--- src/rtl/elevator_request_scheduler.sv ---
// Elevator call latch and collective (sweep) target scheduler.
// Optional: `define EMERGENCY_CLEAR_EN to drop all calls on emergency hold.
module elevator_request_scheduler #(
    parameter int NUM_FLOORS       = 4,
    parameter int FLOOR_W          = 2,
    parameter int DISPATCH_TIMEOUT = 64
) (
    input  logic                  clk,
    input  logic                  reset,
    input  logic [NUM_FLOORS-1:0] call_req,
    input  logic [FLOOR_W-1:0]    current_floor,
    input  logic                  door_open,
    input  logic                  stopped,
    input  logic                  emergency_stop,
    output logic [FLOOR_W-1:0]    target_floor,
    output logic                  up_request,
    output logic                  down_request,
    output logic [NUM_FLOORS-1:0] pending_calls,
    output logic                  dir_up,
    output logic                  served_valid,
    output logic [FLOOR_W-1:0]    served_floor,
    output logic [2:0]            sched_state
);

    localparam logic [2:0] S_IDLE     = 3'd0;
    localparam logic [2:0] S_SELECT   = 3'd1;
    localparam logic [2:0] S_DISPATCH = 3'd2;
    localparam logic [2:0] S_WAIT     = 3'd3;
    localparam logic [2:0] S_DOOR     = 3'd4;
    localparam logic [2:0] S_HOLD     = 3'd5;

    localparam int CNT_W = $clog2(DISPATCH_TIMEOUT);
    localparam logic [CNT_W-1:0] CNT_LAST = CNT_W'(DISPATCH_TIMEOUT - 1);

    logic [2:0]            state;
    logic [2:0]            state_nx;
    logic [CNT_W-1:0]      wait_cnt;
    logic [NUM_FLOORS-1:0] clear_mask;
    logic                  serve;
    logic [FLOOR_W-1:0]    serve_floor;

    logic                  ge_hit, gt_hit, le_hit, lt_hit;
    logic [FLOOR_W-1:0]    ge_idx, gt_idx, le_idx, lt_idx;
    logic                  sel_hit;
    logic                  sel_dir;
    logic [FLOOR_W-1:0]    sel_floor;

    // Nearest pending floor on each side of the car, strict and inclusive.
    always_comb begin
        ge_hit = 1'b0;
        gt_hit = 1'b0;
        le_hit = 1'b0;
        lt_hit = 1'b0;
        ge_idx = '0;
        gt_idx = '0;
        le_idx = '0;
        lt_idx = '0;
        for (int i = NUM_FLOORS - 1; i >= 0; i--) begin
            if (pending_calls[i] && FLOOR_W'(i) >= current_floor) begin
                ge_hit = 1'b1;
                ge_idx = FLOOR_W'(i);
            end
            if (pending_calls[i] && FLOOR_W'(i) > current_floor) begin
                gt_hit = 1'b1;
                gt_idx = FLOOR_W'(i);
            end
        end
        for (int i = 0; i < NUM_FLOORS; i++) begin
            if (pending_calls[i] && FLOOR_W'(i) <= current_floor) begin
                le_hit = 1'b1;
                le_idx = FLOOR_W'(i);
            end
            if (pending_calls[i] && FLOOR_W'(i) < current_floor) begin
                lt_hit = 1'b1;
                lt_idx = FLOOR_W'(i);
            end
        end
    end

    always_comb begin
        sel_hit   = 1'b0;
        sel_dir   = dir_up;
        sel_floor = target_floor;
        if (dir_up) begin
            if (ge_hit) begin
                sel_hit   = 1'b1;
                sel_floor = ge_idx;
            end else if (lt_hit) begin
                sel_hit   = 1'b1;
                sel_dir   = 1'b0;
                sel_floor = lt_idx;
            end
        end else begin
            if (le_hit) begin
                sel_hit   = 1'b1;
                sel_floor = le_idx;
            end else if (gt_hit) begin
                sel_hit   = 1'b1;
                sel_dir   = 1'b1;
                sel_floor = gt_idx;
            end
        end
    end

    always_comb begin
        state_nx    = state;
        clear_mask  = '0;
        serve       = 1'b0;
        serve_floor = target_floor;
        case (state)
            S_IDLE: begin
                if (emergency_stop)
                    state_nx = S_HOLD;
                else if (pending_calls != '0 && stopped && !door_open)
                    state_nx = S_SELECT;
            end
            S_SELECT: begin
                if (emergency_stop) begin
                    state_nx = S_HOLD;
                end else if (!sel_hit) begin
                    state_nx = S_IDLE;
                end else if (sel_floor == current_floor) begin
                    serve                 = 1'b1;
                    serve_floor           = sel_floor;
                    clear_mask[sel_floor] = 1'b1;
                    state_nx              = S_IDLE;
                end else begin
                    state_nx = S_DISPATCH;
                end
            end
            S_DISPATCH: begin
                state_nx = emergency_stop ? S_HOLD : S_WAIT;
            end
            S_WAIT: begin
                if (emergency_stop) begin
                    state_nx = S_HOLD;
                end else if (door_open && current_floor == target_floor) begin
                    serve                    = 1'b1;
                    clear_mask[target_floor] = 1'b1;
                    state_nx                 = S_DOOR;
                end else if (wait_cnt == CNT_LAST) begin
                    state_nx = S_DISPATCH;
                end
            end
            S_DOOR: begin
                if (!door_open)
                    state_nx = S_IDLE;
            end
            S_HOLD: begin
                if (!emergency_stop)
                    state_nx = S_IDLE;
            end
            default: state_nx = S_IDLE;
        endcase
    end

`ifdef EMERGENCY_CLEAR_EN
    logic enter_hold;
    assign enter_hold = (state_nx == S_HOLD) && (state != S_HOLD);
`endif

    always_ff @(posedge clk) begin
        if (reset) begin
            state         <= S_IDLE;
            pending_calls <= '0;
            target_floor  <= '0;
            up_request    <= 1'b0;
            down_request  <= 1'b0;
            served_valid  <= 1'b0;
            served_floor  <= '0;
            dir_up        <= 1'b1;
            wait_cnt      <= '0;
        end else begin
            state         <= state_nx;
            pending_calls <= (pending_calls | call_req) & ~clear_mask;
            up_request    <= 1'b0;
            down_request  <= 1'b0;
            served_valid  <= serve;
            if (serve)
                served_floor <= serve_floor;
            if (state == S_DISPATCH && !emergency_stop) begin
                up_request   <= (target_floor > current_floor);
                down_request <= !(target_floor > current_floor);
            end
            if (state == S_SELECT && !emergency_stop && sel_hit) begin
                target_floor <= sel_floor;
                dir_up       <= sel_dir;
            end
            if (state == S_DISPATCH)
                wait_cnt <= '0;
            else if (state == S_WAIT && state_nx == S_WAIT)
                wait_cnt <= wait_cnt + 1'b1;
`ifdef EMERGENCY_CLEAR_EN
            // Calls are dropped on entry and ignored for the whole hold.
            if (state_nx == S_HOLD)
                pending_calls <= '0;
            if (enter_hold)
                dir_up <= 1'b1;
`endif
        end
    end

    assign sched_state = state;

endmodule

--- config.mk ---
export PLATFORM = sky130hd
export DESIGN_NAME = elevator_request_scheduler
export DESIGN_NICKNAME = d
export VERILOG_FILES = /design/src/rtl/elevator_request_scheduler.sv
export SDC_FILE = /design/constraint.sdc
export NUM_CORES = 1
export LEC_CHECK = 0
export BUFFER_PORTS_ARGS = -buffer_cell sky130_fd_sc_hd__buf_4
export CAP_MARGIN = 5
export CORE_ASPECT_RATIO = 1.5
export CORE_MARGIN = 2
export CORE_UTILIZATION = 40
export CTS_CLUSTER_SIZE = 10
export DETAILED_ROUTE_END_ITERATION = 10
export GPL_TIMING_DRIVEN = 0
export SYNTH_ARGS = -nofsm -noshare
export SYNTH_HDL_FRONTEND = slang
export SYNTH_SLANG_ARGS = --single-unit
--- constraint.sdc ---
create_clock -name clk -period 2.5 [get_ports clk]
set_input_delay 0.5 -clock clk [delete_from_list [all_inputs] [get_ports clk]]
set_output_delay 0.5 -clock clk [all_outputs]
set_load 0.01 [all_outputs]
; After elaboration in Yosys (flattened, before gate mapping)
; Cells that the tools add are included.
[totals]
regBits = 21
out_inout_bits = 15
word_cells = 152
[classes]
addsub = 1
order_cmp = 21
eq_ne = 9
mux = 76
bitwise_logic = 4
n_reduce_logical = 32
[ops]
columns = operator, n
row1 = 2-bit two-way mux, 23
row2 = 1-bit two-way mux, 34
row3 = 3-bit two-way mux, 9
row4 = 1-bit logical AND, 25
row5 = 4-bit two-way mux, 5
row6 = 3-bit case mux with 6 select lines, 1
row7 = 3-bit by 2-bit equality test with 1-bit output (second input constant), 3
row8 = 4-bit case mux with 2 select lines, 1
row9 = 6-bit by 1-bit adder with 6-bit output (second input constant), 1
row10 = 3-bit equality test (second input constant), 2
row11 = 6-bit equality test (second input constant), 1
row12 = 2-bit by 3-bit less-than comparator with 1-bit output (second input constant), 2
row13 = 4-bit AND, 1
row14 = 1-bit demux with 2-bit select, 2
row15 = 2-bit equality test, 2
row16 = 1-bit by 2-bit >= comparator with 1-bit output (first input constant), 2
row17 = 2-bit by 1-bit >= comparator with 1-bit output (second input constant), 2
row18 = 2-bit >= comparator (first input constant), 2
row19 = 1-bit by 2-bit greater-than comparator with 1-bit output (first input constant), 2
row20 = 2-bit greater-than comparator (first input constant), 2
row21 = 1-bit by 2-bit less-or-equal comparator with 1-bit output (first input constant), 2
row22 = 2-bit less-or-equal comparator (first input constant), 2
row23 = 1-bit by 2-bit less-than comparator with 1-bit output (first input constant), 2
row24 = 2-bit less-than comparator (first input constant), 2
row25 = 10 further kinds, 13

; Logic depth before layout (Yosys ltp)
[depth]
ltp_word = 19
depth_mapped = 8
ltp_nobuf = 8

; Worst setup path after synthesis
; OpenSTA, ideal clock, no wires.
[synth_path]
path_type = input to register
start = input port current_floor[0]
end = register served_floor[1]
setup_ns = 0.121
arrival_time_ns = 2.019
required_time_ns = 2.379
slack_ns = 0.360
path_stages = 7
cell_sequence = buf_2 a21oi_1 o21ai_1 a2111oi_2 nor3_1 mux2_4 mux2_4
[synth_between]
elab_chain_cells = 14
[synth_rtl]
columns = element, line
row1 = start: declaration, 11  ; input logic [FLOOR_W-1:0] current_floor,
row2 = 2-bit greater-than comparator / 1-bit by 2-bit less-than comparator with 1-bit output (equally long branches), "63, 73"
row3 = "1-bit logical AND, on equally long branches", "63, 73"
row4 = "2-bit two-way mux, or another cell as far along (4 in a row)", 63  ; if (pending_calls[i] && FLOOR_W'(i) > current_floor) begin
row5 = "2-bit two-way mux, on equally long branches", "97, 88"
row6 = "2-bit two-way mux, on equally long branches", "94, 85"
row7 = 2-bit two-way mux, 84  ; if (dir_up) begin
row8 = 2-bit equality test, 122  ; end else if (sel_floor == current_floor) begin
row9 = 1-bit two-way mux / 2-bit two-way mux (equally long branches), 122
row10 = 1-bit two-way mux / 2-bit two-way mux (equally long branches), 120  ; end else if (!sel_hit) begin
row11 = 1-bit two-way mux / 2-bit two-way mux (equally long branches), 118  ; if (emergency_stop) begin
row12 = 1-bit case mux with 2 select lines / 2-bit two-way mux (equally long branches), 110  ; case (state)
row13 = end signal: assignment, 180  ; served_floor <= serve_floor;
row14 = end: declaration, 21  ; output logic [FLOOR_W-1:0] served_floor,
; Several ways; a longest one is shown, not always the timed one.
; A chain may end at the register's enable or synchronous reset.

; Final worst setup path
[layout_path]
start = register target_floor[1]
end = register served_floor[1]
[layout_between]
elab_chain_cells = 8
[layout_rtl]
columns = element, line
row1 = start: declaration, 15  ; output logic [FLOOR_W-1:0] target_floor,
row2 = start signal: assignment, 186  ; target_floor <= sel_floor;
row3 = "2-bit two-way mux, on equally long branches", "97, 88"
row4 = "2-bit two-way mux, on equally long branches", "94, 85"
row5 = 2-bit two-way mux, 84
row6 = 2-bit equality test, 122
row7 = 1-bit two-way mux / 2-bit two-way mux (equally long branches), 122
row8 = 1-bit two-way mux / 2-bit two-way mux (equally long branches), 120
row9 = 1-bit two-way mux / 2-bit two-way mux (equally long branches), 118
row10 = 1-bit case mux with 2 select lines / 2-bit two-way mux (equally long branches), 110
; Several ways; a longest one is shown, not always the timed one.

==> metrics <==
status complete, no violations; H-tree depth 1; grt ovf 0; Slew @ Worst Pin between 700 and 800 ps; Placer Congestion about 0.9; Cells after Synth 181; Synth area leader dfxtp_1; CP endpoint kind register; post-CTS setup repair buffer count 0; Reg clk slew, reported paths 80 ps; Remaining DRCs 0; layout net count between 200 and 250; type of origin of the critical path register; Synth Flop Type dfxtp_1; Yosys reg bits 21; slowest CP cell dfxtp_1; Worst EP required 2650 ps; antenna violations before repair 0; total track usage 21.4%; RSZ-0062 raised after global routing no; core area 0.00342 sq mm; drt pass-1 iters 4; crit path buf inv count 1; die height between 70 and 80 um; maximum root-to-sink buffer count 2; Final Hold Fails 0; critical path type reg -> reg; die area 0.00410 sq mm; fin. max-slew vios 0; cts repair resizes 0; Worst Skew 5.04 ps; CTS tree built; R2R Setup Slk around 210 ps; Clock Latency Late Sink 260 ps; Initial Util a little over two fifths; cts bufs inserted 3; drt via density 5.71; Die W 52.9 um; crit-path cells inv_2, o22a_1, a2111oi_2, nor3_1, mux2_4, mux2_4; Synth async-reset ratio 0%; CTS Sinks 21; DP Wirelength about 3.1 mm; Hold Path Class reg -> reg; post-layout min period 2290 ps; Leak 0.691 nW; buffers added on ports 24; n_diodes 0; clk root buf clkbuf_8; Seq/Total Area, Yosys 29.3%; Mean Syn Cell Area 7.94 sq um; max-cap check violation count 0; cell family with most CP delay compound AO/OA/AOI/OAI gates; number of synthesized flops with an enable pin 0; share of layout cells above drive strength 1 24.4%; Power Dens Cells ~460 mW/mm^2; number of DRC markers in iteration 0 37; Total Routed Length 3.97 mm; Area Growth Syn to Fin 19.4%; Final TNS setup 0 ps; routed length per instance 15.8 um; Yosys warnings 0; Critical Path AT 2440 ps; FILL cells 372; fin worst setup slack 209 ps; VDD IR max approximately 340 uV; worst-path maximum fanout 9; largest net degree at the start of global routing 13; number of setup violations in the final report 0; worst slack at placement 30.5 ps; Synth area leaders dfxtp_1, a21oi_1, nor2_1; CTS Hold Buffers Added 0; post-synth top area share approximately 29%; vias in the first global route 1,468; multi-input combinational cell area 911 sq um; syn_nets approximately 200; Sequential Area 420 sq um; num ports 26; crit-path max cell delay roughly 560 ps; Synth Cell Area 0.00144 sq mm; DR vias 1,434; Crit path top cell by count mux2_4; DRT antenna net count 0; Slew headroom 48.1%; first-pass GRT wire length roughly 6.7 mm; fin crit share 91.7%; FP Rows 26; Yosys cell types 53; maximum clock frequency 436 MHz
worst paths after layout:
path | from | end | cells after the start
hold reg to reg | wait_cnt[1] | wait_cnt[1] | 2
setup reg to reg | target_floor[1] | served_floor[1] | 6
hold / removal | wait_cnt[1] | wait_cnt[1] | 2
setup / recovery | target_floor[1] | served_floor[1] | 6
layout make-up:
type / instances / share of cell area (%)
multi-input combinational: 141 / 53.1
sequential: 21 / 24.5
timing repair buffer: 24 / 10.5
buffer: 9 / 3.14
tap: 42 / 3.06
inverter: 10 / 2.99
clock buffer: 3 / 2.41
clock inverter: 1 / 0.292
metrics by stage:
stage / cell area (sq um) / power (mW) / std cells / hold slack, ps / utilization, %
4_1_cts: 1720 / 0.799 / 251 / 484 / 50.2
5_1_grt: 1720 / 0.837 / 251 / 521 / 50.2
3_3_place_gp: 1670 / 0.569 / 247 / 468 / 48.9
3_5_place_dp: 1670 / 0.573 / 247 / 473 / 48.9
2_1_floorplan: 1440 / 0.508 / 181 / 454 / -
6_report: 1720 / 0.792 / 251 / 482 / 50.2
cells in the final DEF (no fill, tap or decap), drive strengths merged, types with 5 or more instances in the layout:
cell   netlist  layout
nor2        21      21
buf          8      32
nor3         5       5
dfxtp       21      21
and3         5       5
nand2       16      16
a31oi        6       6
a21oi       18      18
inv          9       9
o21ai       13      13
logic make-up (layout without fill, tap and decap cells):
| family | after synthesis | in the layout | synth area share, % |
|---|---|---|---|
| AOI/OAI and AO/OA | 60 | 60 | 29.5 |
| xor gates and xnor gates | 5 | 5 | 3.05 |
| adders and majority gates | 3 | 3 | 2.61 |
| buffers and inverters | 19 | 47 | 7.32 |
| DFF | 21 | 21 | 29.3 |
| muxes | 3 | 3 | 2.79 |
| and+or+nand+nor | 70 | 70 | 25.4 |
sequential cells by signal, summed over array words and instances (netlist names):
name and count:
wait_cnt 6, pending_calls 4, sched_state 3, served_floor 2, target_floor 2, dir_up 1, down_request 1, served_valid 1
up_request 1
synth_stat cells, drive strengths merged (3+ instances only):
cell / number
a31oi: 6
nor2b: 4
buf: 8
nand3: 4
nand2: 16
and2: 3
a21oi: 18
nor3b: 3
ha: 3
nor3: 5
xnor2: 3
and3: 5
o221ai: 3
inv: 9
nor2: 21
dfxtp: 21
o21ai: 13
worst register-to-register path, stage by stage, from the launching register on:
cell and delay (ps):
dfxtp_1 560, inv_2 110, o22a_1 250, a2111oi_2 510, nor3_1 130, mux2_4 310
mux2_4 300
per-layer routing:
| metal | track usage (%) | up-vias | share of wire (%) |
|---|---|---|---|
| met5 | 0 | - | 0 |
| li1 | - | 721 | - |
| met2 | 37.3 | 29 | 56 |
| met3 | 1.92 | 8 | 2.3 |
| met1 | 25.2 | 676 | 39 |
| met4 | 10.5 | 0 | 2.3 |
report_power, final:
part | switching [mW] | internal, mW | leakage [nW]
clock network | 0.113 | 0.111 | 0.0255
registers | 0.0145 | 0.346 | 0.171
logic | 0.115 | 0.0930 | 0.494
Power figures use the tool's default switching activity.
